$ cat src/rtl/pipe_ctrl_pkg.sv
// Shared types and constants for the pipeline hazard/sequencing controller.
package pipe_ctrl_pkg;

  localparam int unsigned REG_W  = 5;
  localparam int unsigned DATA_W = 32;

  localparam logic [REG_W-1:0] REG_X0 = '0;

  // Controller states; encodings kept fixed so existing waveforms and
  // debug scripts keep decoding them the same way.
  localparam logic [1:0] PCTL_RUN   = 2'd0;
  localparam logic [1:0] PCTL_DRAIN = 2'd1;
  localparam logic [1:0] PCTL_INV   = 2'd2;

  // One bundle for every per-cycle control pin driven by the controller.
  typedef struct packed {
    logic if_stall;
    logic id_stall;
    logic ex_stall;
    logic mem_stall;
    logic flush_id;
    logic flush_ex;
    logic flush_mem;
    logic pc_redirect;
    logic icache_inv;
  } ctrl_t;

  // True when a source operand is really read and names the given register.
  function automatic logic src_hit(input logic [REG_W-1:0] rs,
                                   input logic             used,
                                   input logic [REG_W-1:0] waddr);
    return used && (rs == waddr);
  endfunction

endpackage

$ cat src/rtl/pipe_ctrl_perf.sv
// Saturating event counter used for the stall-cycle performance statistic.
module pipe_ctrl_perf #(
  parameter int unsigned CNT_W = 32
) (
  input  logic             clk,
  input  logic             rst,
  input  logic             en,
  output logic [CNT_W-1:0] count
);

  // Count enabled cycles; once all-ones the value sticks.
  always_ff @(posedge clk or negedge rst) begin
    if (!rst) begin
      count <= '0;
    end else if (en && (count != '1)) begin
      count <= count + CNT_W'(1);
    end
  end

endmodule

$ cat src/rtl/pipe_ctrl.sv
// Central hazard/sequencing controller for the 5-stage core: drives the
// pipeline-register stall/flush pins, the PC redirect, the fence.i drain
// sequence and a saturating stall-cycle counter.
module pipe_ctrl
  import pipe_ctrl_pkg::*;
#(
  parameter int unsigned CNT_W     = 32,
  parameter int unsigned FENCE_INC = 4
) (
  input  logic              clk,
  input  logic              rst,
  // ID stage
  input  logic              id_valid,
  input  logic [REG_W-1:0]  id_rs1,
  input  logic [REG_W-1:0]  id_rs2,
  input  logic              id_rs1_used,
  input  logic              id_rs2_used,
  input  logic              id_is_fence,
  input  logic [DATA_W-1:0] fence_pc,
  // EX stage
  input  logic              ex_valid,
  input  logic              ex_is_load,
  input  logic [REG_W-1:0]  ex_gprs_waddr,
  input  logic              ex_busy,
  input  logic              ex_branch_taken,
  input  logic [DATA_W-1:0] ex_branch_target,
  // MEM / WB stages
  input  logic              mem_valid,
  input  logic              wb_valid,
  input  logic              mem_wait,
  input  logic              mem_trap,
  input  logic [DATA_W-1:0] trap_vector,
  // Pipeline controls
  output logic              if_stall,
  output logic              id_stall,
  output logic              ex_stall,
  output logic              mem_stall,
  output logic              flush_id,
  output logic              flush_ex,
  output logic              flush_mem,
  output logic              pc_redirect,
  output logic [DATA_W-1:0] redirect_pc,
  output logic              icache_inv,
  output logic [CNT_W-1:0]  stall_cycles
);

  localparam logic [DATA_W-1:0] FENCE_OFS = DATA_W'(FENCE_INC);

  logic [1:0]        state;
  logic [1:0]        state_nxt;
  logic [DATA_W-1:0] fence_q;
  logic              fence_take;
  logic              load_use;
  logic              pipe_empty;
  ctrl_t             ctrl_raw;
  ctrl_t             ctrl;
  logic [DATA_W-1:0] rpc_raw;

  assign load_use = id_valid && ex_valid && ex_is_load &&
                    (ex_gprs_waddr != REG_X0) &&
                    (src_hit(id_rs1, id_rs1_used, ex_gprs_waddr) ||
                     src_hit(id_rs2, id_rs2_used, ex_gprs_waddr));

  assign pipe_empty = !(ex_valid || mem_valid || wb_valid);

  // Per-cycle priority resolution and next-state selection.
  always_comb begin
    ctrl_raw   = '0;
    rpc_raw    = '0;
    state_nxt  = state;
    fence_take = 1'b0;

    // The invalidate pulse belongs to INV regardless of what else happens.
    if (state == PCTL_INV) ctrl_raw.icache_inv = 1'b1;

    if (mem_trap) begin
      ctrl_raw.flush_id    = 1'b1;
      ctrl_raw.flush_ex    = 1'b1;
      ctrl_raw.flush_mem   = 1'b1;
      ctrl_raw.pc_redirect = 1'b1;
      rpc_raw              = trap_vector;
      state_nxt            = PCTL_RUN;
    end else if (state == PCTL_INV) begin
      ctrl_raw.flush_id    = 1'b1;
      ctrl_raw.pc_redirect = 1'b1;
      rpc_raw              = fence_q + FENCE_OFS;
      state_nxt            = PCTL_RUN;
    end else if (state != PCTL_RUN && state != PCTL_DRAIN) begin
      state_nxt = PCTL_RUN;
    end else if (mem_wait) begin
      ctrl_raw.if_stall  = 1'b1;
      ctrl_raw.id_stall  = 1'b1;
      ctrl_raw.ex_stall  = 1'b1;
      ctrl_raw.mem_stall = 1'b1;
    end else if (ex_busy) begin
      ctrl_raw.if_stall  = 1'b1;
      ctrl_raw.id_stall  = 1'b1;
      ctrl_raw.ex_stall  = 1'b1;
      ctrl_raw.flush_mem = 1'b1;
    end else if (ex_valid && ex_branch_taken) begin
      ctrl_raw.flush_id    = 1'b1;
      ctrl_raw.flush_ex    = 1'b1;
      ctrl_raw.pc_redirect = 1'b1;
      rpc_raw              = ex_branch_target;
      state_nxt            = PCTL_RUN;
    end else if (state == PCTL_DRAIN) begin
      // A load-use hit during DRAIN asks for the same stall/bubble, so the
      // drain behaviour covers it; leave once nothing is left below ID.
      ctrl_raw.if_stall = 1'b1;
      ctrl_raw.id_stall = 1'b1;
      ctrl_raw.flush_ex = 1'b1;
      if (pipe_empty) state_nxt = PCTL_INV;
    end else if (load_use) begin
      ctrl_raw.if_stall = 1'b1;
      ctrl_raw.id_stall = 1'b1;
      ctrl_raw.flush_ex = 1'b1;
    end else if (id_valid && id_is_fence) begin
      ctrl_raw.if_stall = 1'b1;
      ctrl_raw.id_stall = 1'b1;
      ctrl_raw.flush_ex = 1'b1;
      fence_take        = 1'b1;
      state_nxt         = PCTL_DRAIN;
    end
  end

  // Controls are silenced for as long as reset is held.
  always_comb begin
    ctrl = '0;
    if (rst) ctrl = ctrl_raw;
  end

  assign if_stall    = ctrl.if_stall;
  assign id_stall    = ctrl.id_stall;
  assign ex_stall    = ctrl.ex_stall;
  assign mem_stall   = ctrl.mem_stall;
  assign flush_id    = ctrl.flush_id;
  assign flush_ex    = ctrl.flush_ex;
  assign flush_mem   = ctrl.flush_mem;
  assign pc_redirect = ctrl.pc_redirect;
  assign icache_inv  = ctrl.icache_inv;
  assign redirect_pc = ctrl.pc_redirect ? rpc_raw : '0;

  // Sequencing state register.
  always_ff @(posedge clk or negedge rst) begin
    if (!rst) begin
      state <= PCTL_RUN;
    end else begin
      state <= state_nxt;
    end
  end

  // Capture the fence.i pc when the drain sequence starts.
  always_ff @(posedge clk or negedge rst) begin
    if (!rst) begin
      fence_q <= '0;
    end else if (fence_take) begin
      fence_q <= fence_pc;
    end
  end

  pipe_ctrl_perf #(
    .CNT_W (CNT_W)
  ) u_perf (
    .clk   (clk),
    .rst   (rst),
    .en    (ctrl.if_stall),
    .count (stall_cycles)
  );

endmodule

$ cat config.mk
export PLATFORM = sky130hd
export DESIGN_NAME = pipe_ctrl
export DESIGN_NICKNAME = d
export VERILOG_FILES = /design/src/rtl/pipe_ctrl_pkg.sv /design/src/rtl/pipe_ctrl_perf.sv /design/src/rtl/pipe_ctrl.sv
export SDC_FILE = /design/constraint.sdc
export NUM_CORES = 1
export LEC_CHECK = 0
export BUFFER_PORTS_ARGS = -buffer_cell sky130_fd_sc_hd__buf_2
export CORE_MARGIN = 10
export CORE_UTILIZATION = 25
export DETAILED_ROUTE_END_ITERATION = 7
export PLACE_DENSITY = 0.58
export SYNTH_ARGS = -nofsm -noshare
export SYNTH_HDL_FRONTEND = slang
export SYNTH_HIERARCHICAL = 1
export SYNTH_SLANG_ARGS = --single-unit
$ cat constraint.sdc
create_clock -name clk -period 3.7 [get_ports clk]
set_input_delay 0.74 -clock clk [delete_from_list [all_inputs] [get_ports clk]]
set_output_delay 0.74 -clock clk [all_outputs]
set_load 0.005 [all_outputs]
==> flow_summary.yaml, run 1 <==
clock_tree:
  cts-buffers-inserted: 9
  clk_latency_ns: 0.34
  cts_setup_buffers: 0
  cts_resized: 0
  hold_buffers: 0
  cts_root_buf: "clkbuf_16"
  clockBufferDepth: 2
  cts_htree_levels: 3
  clk_pin_slew_ns: 0.06
  numClockSinks: 66
  cts_tree: "built"
logic_synthesis:
  synth_edf_count: 0
  syn_area_per_cell_um2: 9.275
  synth_nets: 638
  yosysTopAreaCell: "dfrtp_1"
  synth_cell_types: 55
  yosysMostFrequentCell: "dfrtp_1"
  netlist_area_um2: 4740
  synth-seq-cells: 66
  seq_area_frac_synth: 0.3485
  synthFlopType: "dfrtp_1"
  synth_cells: 511
  netlist.area_leader.share: 0.3485
  synth_area_leaders: "dfrtp_1, mux2_4, xnor2_1"
  yosys_warnings: 6
  synth_commonest_cells: "dfrtp_1, nand2_1, nor2_1, xnor2_1, nor3_1"
  synthArstFlopShare: 1.000
power:
  p_switching_mw: 0.7319
  total_power_mw: 2.411
  leakagePower_nw: 2.963
  p_comb_frac: 0.219
  swShare: 0.3036
  peakVddDrop_mv: 0.2004
  clkPwrFrac: 0.369
  pwr-share-seq: 0.412
  internal_power_mw: 1.679
  powerDensity_nw_per_um2: 384.9
grt:
  grt_pass1_vias: 4551
  grt_max_degree: 77
  grt_pass1_wl_um: 26020
  antenna_found_initial: 0
  track_usage: 0.1345
  overflow: 0
route:
  wl_per_cell_um: 18.07
  routed_wl_um: 16920
  drcViolationCount: 0
  ant_nets: 0
  drtIter0Drc: 308
  firstDrtPassIters: 5
  via_count: 4610
  viasPerCell: 4.925
hold_path:
  min_path_type: "in2async"
floorplan:
  die_w_um: 157.7
  io_pins: 198
  start_util: 0.2534
  fp-row-count: 50
  die_h_um: 157.7
  coreArea_um2: 18710
  dieArea_um2: 24870
timing:
  fin_worst_skew_ns: 0.01030
  setup-tns-final_ns: 0
  fmax_ghz: 0.3048
  holdWs_ns: 0.2006
  hold_violations: 0
  finalWorstSetupSlack_ns: 0.4188
  relSlewSlack: 0.4095
  rsz0062_at_grt: "false"
  max_slew.worst_pin.slew_ns: 0.8827
  finalMaxSlewViolations: 0
  setup_viol: 0
  min_period_over_period: 0.8868
  period_minus_slack_ns: 3.281
job:
  max_cap_violations: 0
cells_and_area:
  syn_to_final_growth_pct: 32.13
  drive_above_1_share: 0.3946
  n_antenna_cell: 0
  fin_util: 0.3348
  finalNetCount: 824
placement:
  gp_congestion: 0.8801
  port_buffers: 197
  pre_cts_ws_ns: 0.5962
  hpwl_um: 13190
worst_setup_path:
  critPathCaptureType: "primary output"
  cp_max_fo: 15
  critical_path_class: "reg2out"
  required_ns: 2.96
  crit_arrival_ns: 2.54
  r2r_slack_ns: 1.24
  startpoint_type: "flip-flop"
run_status:
  status: "completed"
## layout make-up
| type | instances | area [um^2] |
|---|---|---|
| inverter | 10 | 37.54 |
| clock inverter | 6 | 65.06 |
| sequential | 66 | 1652 |
| clock buffer | 10 | 239.0 |
| timing repair buffer | 208 | 1096 |
| fill | 1936 | 12440 |
| tap | 234 | 292.8 |
| multi-input combinational | 402 | 2880 |
## power groups by stage
| stage | clock network, mW | logic [mW] | registers [mW] |
|---|---|---|---|
| floorplan | 0 | 0.338 | 0.958 |
| global placement | 0 | 0.527 | 1.00 |
| detailed placement | 0 | 0.533 | 1.00 |
| CTS | 0.911 | 0.536 | 0.991 |
| global route | 0.945 | 0.587 | 1.01 |
| finish | 0.889 | 0.529 | 0.993 |
## final timing paths
check / end / start / depth (start not counted)
setup / recovery: redirect_pc[23] / fence_q[4] / 7
hold / removal: fence_q[0] / rst / 1
setup reg to reg: u_perf/count[28] / state[1] / 9
hold reg to reg: u_perf/count[13] / u_perf/count[13] / 1
max in group asynchronous: fence_q[24] / rst / 2
min in group clk: u_perf/count[13] / u_perf/count[13] / 1
## per-stage QoR
stage,area (um^2),cells
6_report,6262,936
5_1_grt,6262,936
4_1_cts,6262,936
3_5_place_dp,5958,920
3_3_place_gp,5958,920
2_1_floorplan,4740,511
## placed cells by master (no fill, tap or decap), drive strengths merged, types with 2 or more instances in the layout
cell / instances
nand3: 24
nor2: 35
a31oi: 5
nand4: 17
nand2b: 3
inv: 11
ha: 2
o31ai: 4
and4: 11
o31a: 5
a2111oi: 4
a221oi: 15
or4: 4
a21oi: 20
a211oi: 3
and2: 10
a21o: 4
xnor2: 33
nand2: 50
o21a: 6
o221a: 2
nor3: 32
nor4: 10
mux2: 34
nor2b: 2
xor2: 22
clkinv: 3
dfrtp: 66
o21ai: 25
buf: 208
clkbuf: 10
and3: 9
## metal layers
metal | track usage | routed length (um)
met1 | 0.1710 | 7435
met4 | 0.04809 | 248
met2 | 0.2155 | 8144
met5 | 0 | 0
met3 | 0.03392 | 1088
## worst max-delay path, cell delays in order, from the launching register on
cell     delay, ns
dfrtp_1       0.43
and4_1        0.46
nand3_1       0.11
buf_4         0.21
or4_1         0.40
a21oi_1       0.25
o221a_1       0.22
buf_2         0.12
## flip-flops by register name, indices dropped and copies added, names as in the netlist
name          flops
state             2
fence_q          32
u_perf/count     32
## logic make-up after synthesis
kind of cell             count (synthesis)  share of synthesized area
AND/OR/NAND/NOR                        210                     0.2379
AO/OA/AOI/OAI                          100                     0.1555
flip-flops                              66                     0.3485
XOR/XNOR                                55                     0.1016
buffers and inverters                   43                    0.04541
multiplexers                            35                     0.1059
adder cells (fa/ha/maj)                  2                   0.005279
No activity file was read; power rests on OpenSTA's default activity.
==> run 2: changes to the inputs <==
Settings changed: ABC_AREA from default to 1, PLACE_DENSITY 0.58 to 0.57.
==> flow_summary.yaml, run 2 <==
run_status:
  status: "completed"
worst_setup_path:
  startpoint_type: "input port"
  required_ns: 2.96
  critPathTopFamily: "simple AND/OR/NAND/NOR gates"
  critPathMaxStageDelay_ns: 0.34
  critical_path_class: "in2out"
  critPathCaptureType: "primary output"
  cp_slowest_cell: "buf_4"
  crit_arrival_ns: 2.41
  path_buf_inv: 3
  crit_path_cell_trace: "buf_2 -> nor2_2 -> nand2_1 -> nor2_2 -> buf_4 -> a21oi_1 -> o21ai_1 -> o21ai_1 -> nor2_1 -> buf_2"
  cp_max_fo: 32
job:
  max_cap_violations: 0
floorplan:
  io_pins: 198
  start_util: 0.2546
  die_h_um: 169.3
  coreArea_um2: 21890
  die_w_um: 169.3
  fp-row-count: 54
  dieArea_um2: 28670
logic_synthesis:
  yosys_warnings: 6
  synthArstFlopShare: 1.000
  synth_cells: 917
  synth_top_family_by_area: "simple AND/OR/NAND/NOR gates"
  synth_compound_area_frac: 0.1270
  synthFlopType: "dfrtp_1"
  seq_area_frac_synth: 0.2963
  synth-simple-area-share: 0.4334
  synth_nets: 1044
  yosysMostFrequentCell: "nand2_1"
  synth_edf_count: 0
  synth-seq-cells: 66
  yosysTopAreaCell: "dfrtp_1"
  yosys.area_share.xor_xnor: 0.02828
  netlist.area_leader.share: 0.2963
  synth_cell_types: 33
  syn_area_per_cell_um2: 6.079
  synth_area_leaders: "dfrtp_1, nand2_1, nor2_1"
  synth_commonest_cells: "nand2_1, nor2_1, inv_1, dfrtp_1, nand3_1"
  synthAdderAreaFrac: 0.004489
  synthMuxAreaShare: 0
  netlist_area_um2: 5574
clock_tree:
  clk_pin_slew_ns: 0.05
  cts_root_buf: "clkbuf_16"
  cts_setup_buffers: 0
  cts_tree: "built"
  clockBufferDepth: 2
  clk_latency_ns: 0.33
  hold_buffers: 0
  cts_htree_levels: 3
  cts_resized: 0
  numClockSinks: 66
  cts-buffers-inserted: 9
route:
  drcViolationCount: 0
  wl_per_cell_um: 15.43
  drtIter0Drc: 447
  via_count: 6313
  routed_wl_um: 21400
  ant_nets: 0
  viasPerCell: 4.552
  firstDrtPassIters: 5
timing:
  fin_worst_skew_ns: 0.006956
  max_slew.worst_pin.slew_ns: 0.6076
  setup_viol: 0
  min_period_over_period: 0.8518
  fmax_ghz: 0.3173
  relSlewSlack: 0.5949
  rsz0062_at_grt: "false"
  period_minus_slack_ns: 3.152
  hold_violations: 0
  finalMaxSlewViolations: 0
  setup-tns-final_ns: 0
grt:
  busiest_layer: "met2"
  antenna_found_initial: 2
  overflow: 0
  grt_pass1_wl_um: 32940
  use_met3: 0.04794
  use_met2: 0.2378
  grt_pass1_vias: 6108
  track_usage: 0.1422
  grt_max_degree: 66
  grtUsageMet1: 0.1684
cells_and_area:
  syn_to_final_growth_pct: 27.63
  stdcell_count: 1387
  drive_above_1_share: 0.2559
  final_common_cell: "nand2_1"
  fin_area_um2: 7114
  fin_util: 0.3250
  largestRegisters: "fence_q: 32 flops, u_perf/count: 32 flops, state: 2 flops"
  finalNetCount: 1228
  final_cell_mix: "nand2_1, buf_2, nor2_1, inv_1, dfrtp_1"
placement:
  dp.cells: 1370
  hpwl_um: 17650
  port_buffers: 197
  gp_congestion: 0.9349
  placed_area_um2: 6773
power:
  total_power_mw: 2.574
  powerDensity_nw_per_um2: 361.8
  peakVddDrop_mv: 0.1800
  leakagePower_nw: 3.605
hold_path:
  min_path_type: "reg2reg"
-- run 2: cells by family after synthesis --
family,count (synthesis)
AO/OA/AOI/OAI,125
XOR/XNOR,18
adder cells (fa/ha/maj),2
buffers and inverters,141
flip-flops,66
AND/OR/NAND/NOR,565
-- run 2: final cells by class --
type | instances | area (um^2)
diodes | 1 | 2.502
repair buffers | 204 | 1051
clock inverters | 4 | 72.57
inverters | 110 | 412.9
clock buffers | 12 | 266.5
flip-flops and latches | 66 | 1652
well taps | 280 | 350.3
multi-input cells | 710 | 3307
fillers | 2480 | 14780
-- run 2: path summary, 6_finish.rpt --
| check | to | start | cells past startpoint | slack [ns] |
|---|---|---|---|---|
| worst min register to register | fence_q[31] | fence_q[31] | 2 | 0.51 |
| worst max register to register | u_perf/count[19] | state[1] | 13 | 1.45 |
| worst min-delay path | fence_q[31] | fence_q[31] | 2 | 0.51 |
| max in group asynchronous | fence_q[23] | rst | 3 | 2.24 |
| min in group asynchronous | u_perf/count[15] | rst | 2 | 0.55 |
| worst max-delay path | redirect_pc[8] | ex_busy | 10 | 0.55 |
-- run 2: stage by stage --
stage | hold WS [ns] | worst slack, ns
final | 0.5089 | 0.5484
after global routing | 0.5592 | 0.4382
after CTS | 0.5206 | 0.5546
after detailed placement | 0.5073 | 0.5620
after global placement | 0.4970 | 0.5642
after floorplan | 0.4444 | 0.7573
-- run 2: worst register-to-register path: cells and delay by family (launching register included) --
family / cells / cell delay (ns)
AO/OA/AOI/OAI: 1 / 0.17
buffers and inverters: 4 / 0.49
flip-flops: 1 / 0.41
AND/OR/NAND/NOR: 8 / 1.10
-- run 2: layer usage --
metal,share of wire,vias to the layer above
met5,0.00051,-
met4,0.024,2
met3,0.091,31
met2,0.46,237
met1,0.42,2798
li1,-,3245
-- run 2: where the power goes --
part | leakage (nW) | internal, mW | switching (mW) | total (mW)
Sequential | 0.872 | 0.841 | 0.184 | 1.02
Combinational | 2.57 | 0.256 | 0.333 | 0.589
Clock | 0.165 | 0.644 | 0.317 | 0.961
==> run 3: changes to the inputs <==
Settings changed: PLACE_DENSITY 0.57 to default, SETUP_SLACK_MARGIN from default to 0.4.
==> flow_summary.yaml, run 3 (same netlist as run 2, synthesis figures left out) <==
clock_tree:
  cts-buffers-inserted: 9
  cts_resized: 0
  hold_buffers: 0
  clockBufferDepth: 2
  cts_htree_levels: 3
  clk_pin_slew_ns: 0.06
  clk_latency_ns: 0.34
  cts_setup_buffers: 0
  cts_tree: "built"
  numClockSinks: 66
  cts_root_buf: "clkbuf_16"
worst_setup_path:
  critPathTopFamily: "buffers and inverters"
  required_ns: 2.96
  critPathCaptureType: "primary output"
  path_buf_inv: 3
  critical_path_class: "in2out"
  r2r_start: "state[1]"
  cp.depth: 10
  crit_path_cell_trace: "buf_2 -> nor2_2 -> nand2_1 -> nor2_2 -> buf_4 -> a21oi_1 -> o21ai_1 -> o21ai_1 -> nor2_1 -> buf_2"
  r2r-end: "u_perf/count[24]"
  crit_arrival_ns: 2.28
  reg2reg_depth: 11
  r2r_slack_ns: 1.41
  cp_max_fo: 32
  startpoint: "ex_busy"
  startpoint_type: "input port"
  cp_slowest_cell: "buf_4"
  critPathMaxStageDelay_ns: 0.34
timing:
  hold_violations: 0
  relSlewSlack: 0.5268
  finalMaxSlewViolations: 0
  rsz0062_at_grt: "false"
  period_minus_slack_ns: 3.018
  max_slew.worst_pin.slew_ns: 0.7098
  fmax_ghz: 0.3313
  holdWs_ns: 0.4999
  setup_viol: 0
  finalWorstSetupSlack_ns: 0.6818
  min_period_over_period: 0.8157
  setup-tns-final_ns: 0
  fin_worst_skew_ns: 0.006786
floorplan:
  die_w_um: 169.3
  die_h_um: 169.3
  dieArea_um2: 28670
  coreArea_um2: 21890
  io_pins: 198
  start_util: 0.2546
  fp-row-count: 54
cells_and_area:
  finalNetCount: 1229
  seq_area_um2: 1652
  multi_input_area_um2: 3307
  final_cell_mix: "nand2_1, buf_2, nor2_1, inv_1, dfrtp_1"
  stdcell_count: 1388
  final_common_cell: "nand2_1"
  syn_to_final_growth_pct: 27.43
  largestRegisters: "fence_q: 32 flops, u_perf/count: 32 flops, state: 2 flops"
  drive_above_1_share: 0.2556
  fillers: 2481
route:
  via_count: 6378
  routed_wl_um: 20990
  firstDrtPassIters: 4
  ant_nets: 0
  drtIter0Drc: 515
  viasPerCell: 4.595
  wl_per_cell_um: 15.13
  drcViolationCount: 0
grt:
  antenna_found_initial: 3
  grt_max_degree: 66
  grt_pass1_wl_um: 32860
  overflow: 0
  grt_pass1_vias: 6171
  track_usage: 0.1406
hold_path:
  min_path_type: "in2async"
power:
  leakagePower_nw: 3.600
  peakVddDrop_mv: 0.2106
  powerDensity_nw_per_um2: 357.1
placement:
  gp_congestion: 0.9018
  pre_cts_ws_ns: 0.7066
  port_buffers: 197
  hpwl_um: 17190
  dp.cells: 1371
run_status:
  status: "completed"
job:
  max_cap_violations: 0
==> run 3: where the power goes <==
part | switching [mW] | internal, mW | total (mW)
clock | 0.323 | 0.606 | 0.929
sequential | 0.186 | 0.841 | 1.03
combinational | 0.324 | 0.256 | 0.580
total | 0.834 | 1.70 | 2.54
==> run 3: worst max-delay path by stage <==
stage / end / slack [ns]
finish: redirect_pc[8] / 0.68
global placement: redirect_pc[8] / 0.74
floorplan: if_stall / 0.76
CTS: redirect_pc[8] / 0.70
detailed placement: redirect_pc[8] / 0.71
global route: redirect_pc[19] / 0.52
==> run 3: per-stage QoR <==
stage                     power (mW)  cell area [um^2]    util
after floorplan                1.359              5574       -
after detailed placement       1.630              6780  0.3097
after global routing           2.709              7101  0.3244
after CTS                      2.575              7101  0.3244
final                          2.537              7103  0.3245
after global placement         1.618              6780  0.3097
==> run 3: per-layer routing <==
| layer | GRT usage | wire length [um] | vias up |
|---|---|---|---|
| met5 | 0 | 13 | - |
| met4 | 0.03640 | 271 | 2 |
| met3 | 0.04724 | 2073 | 23 |
| met2 | 0.2390 | 9784 | 217 |
| met1 | 0.1661 | 8850 | 2885 |
| li1 | - | - | 3251 |
==> run 3: final cells by class <==
class	instances	share of cell area
Antenna cell	1	0.0003523
Sequential cell	66	0.2325
Timing Repair Buffer	205	0.1490
Multi-Input combinational cell	710	0.4656
Clock inverter	5	0.01092
Clock buffer	11	0.03417
Tap cell	280	0.04932
Inverter	110	0.05813
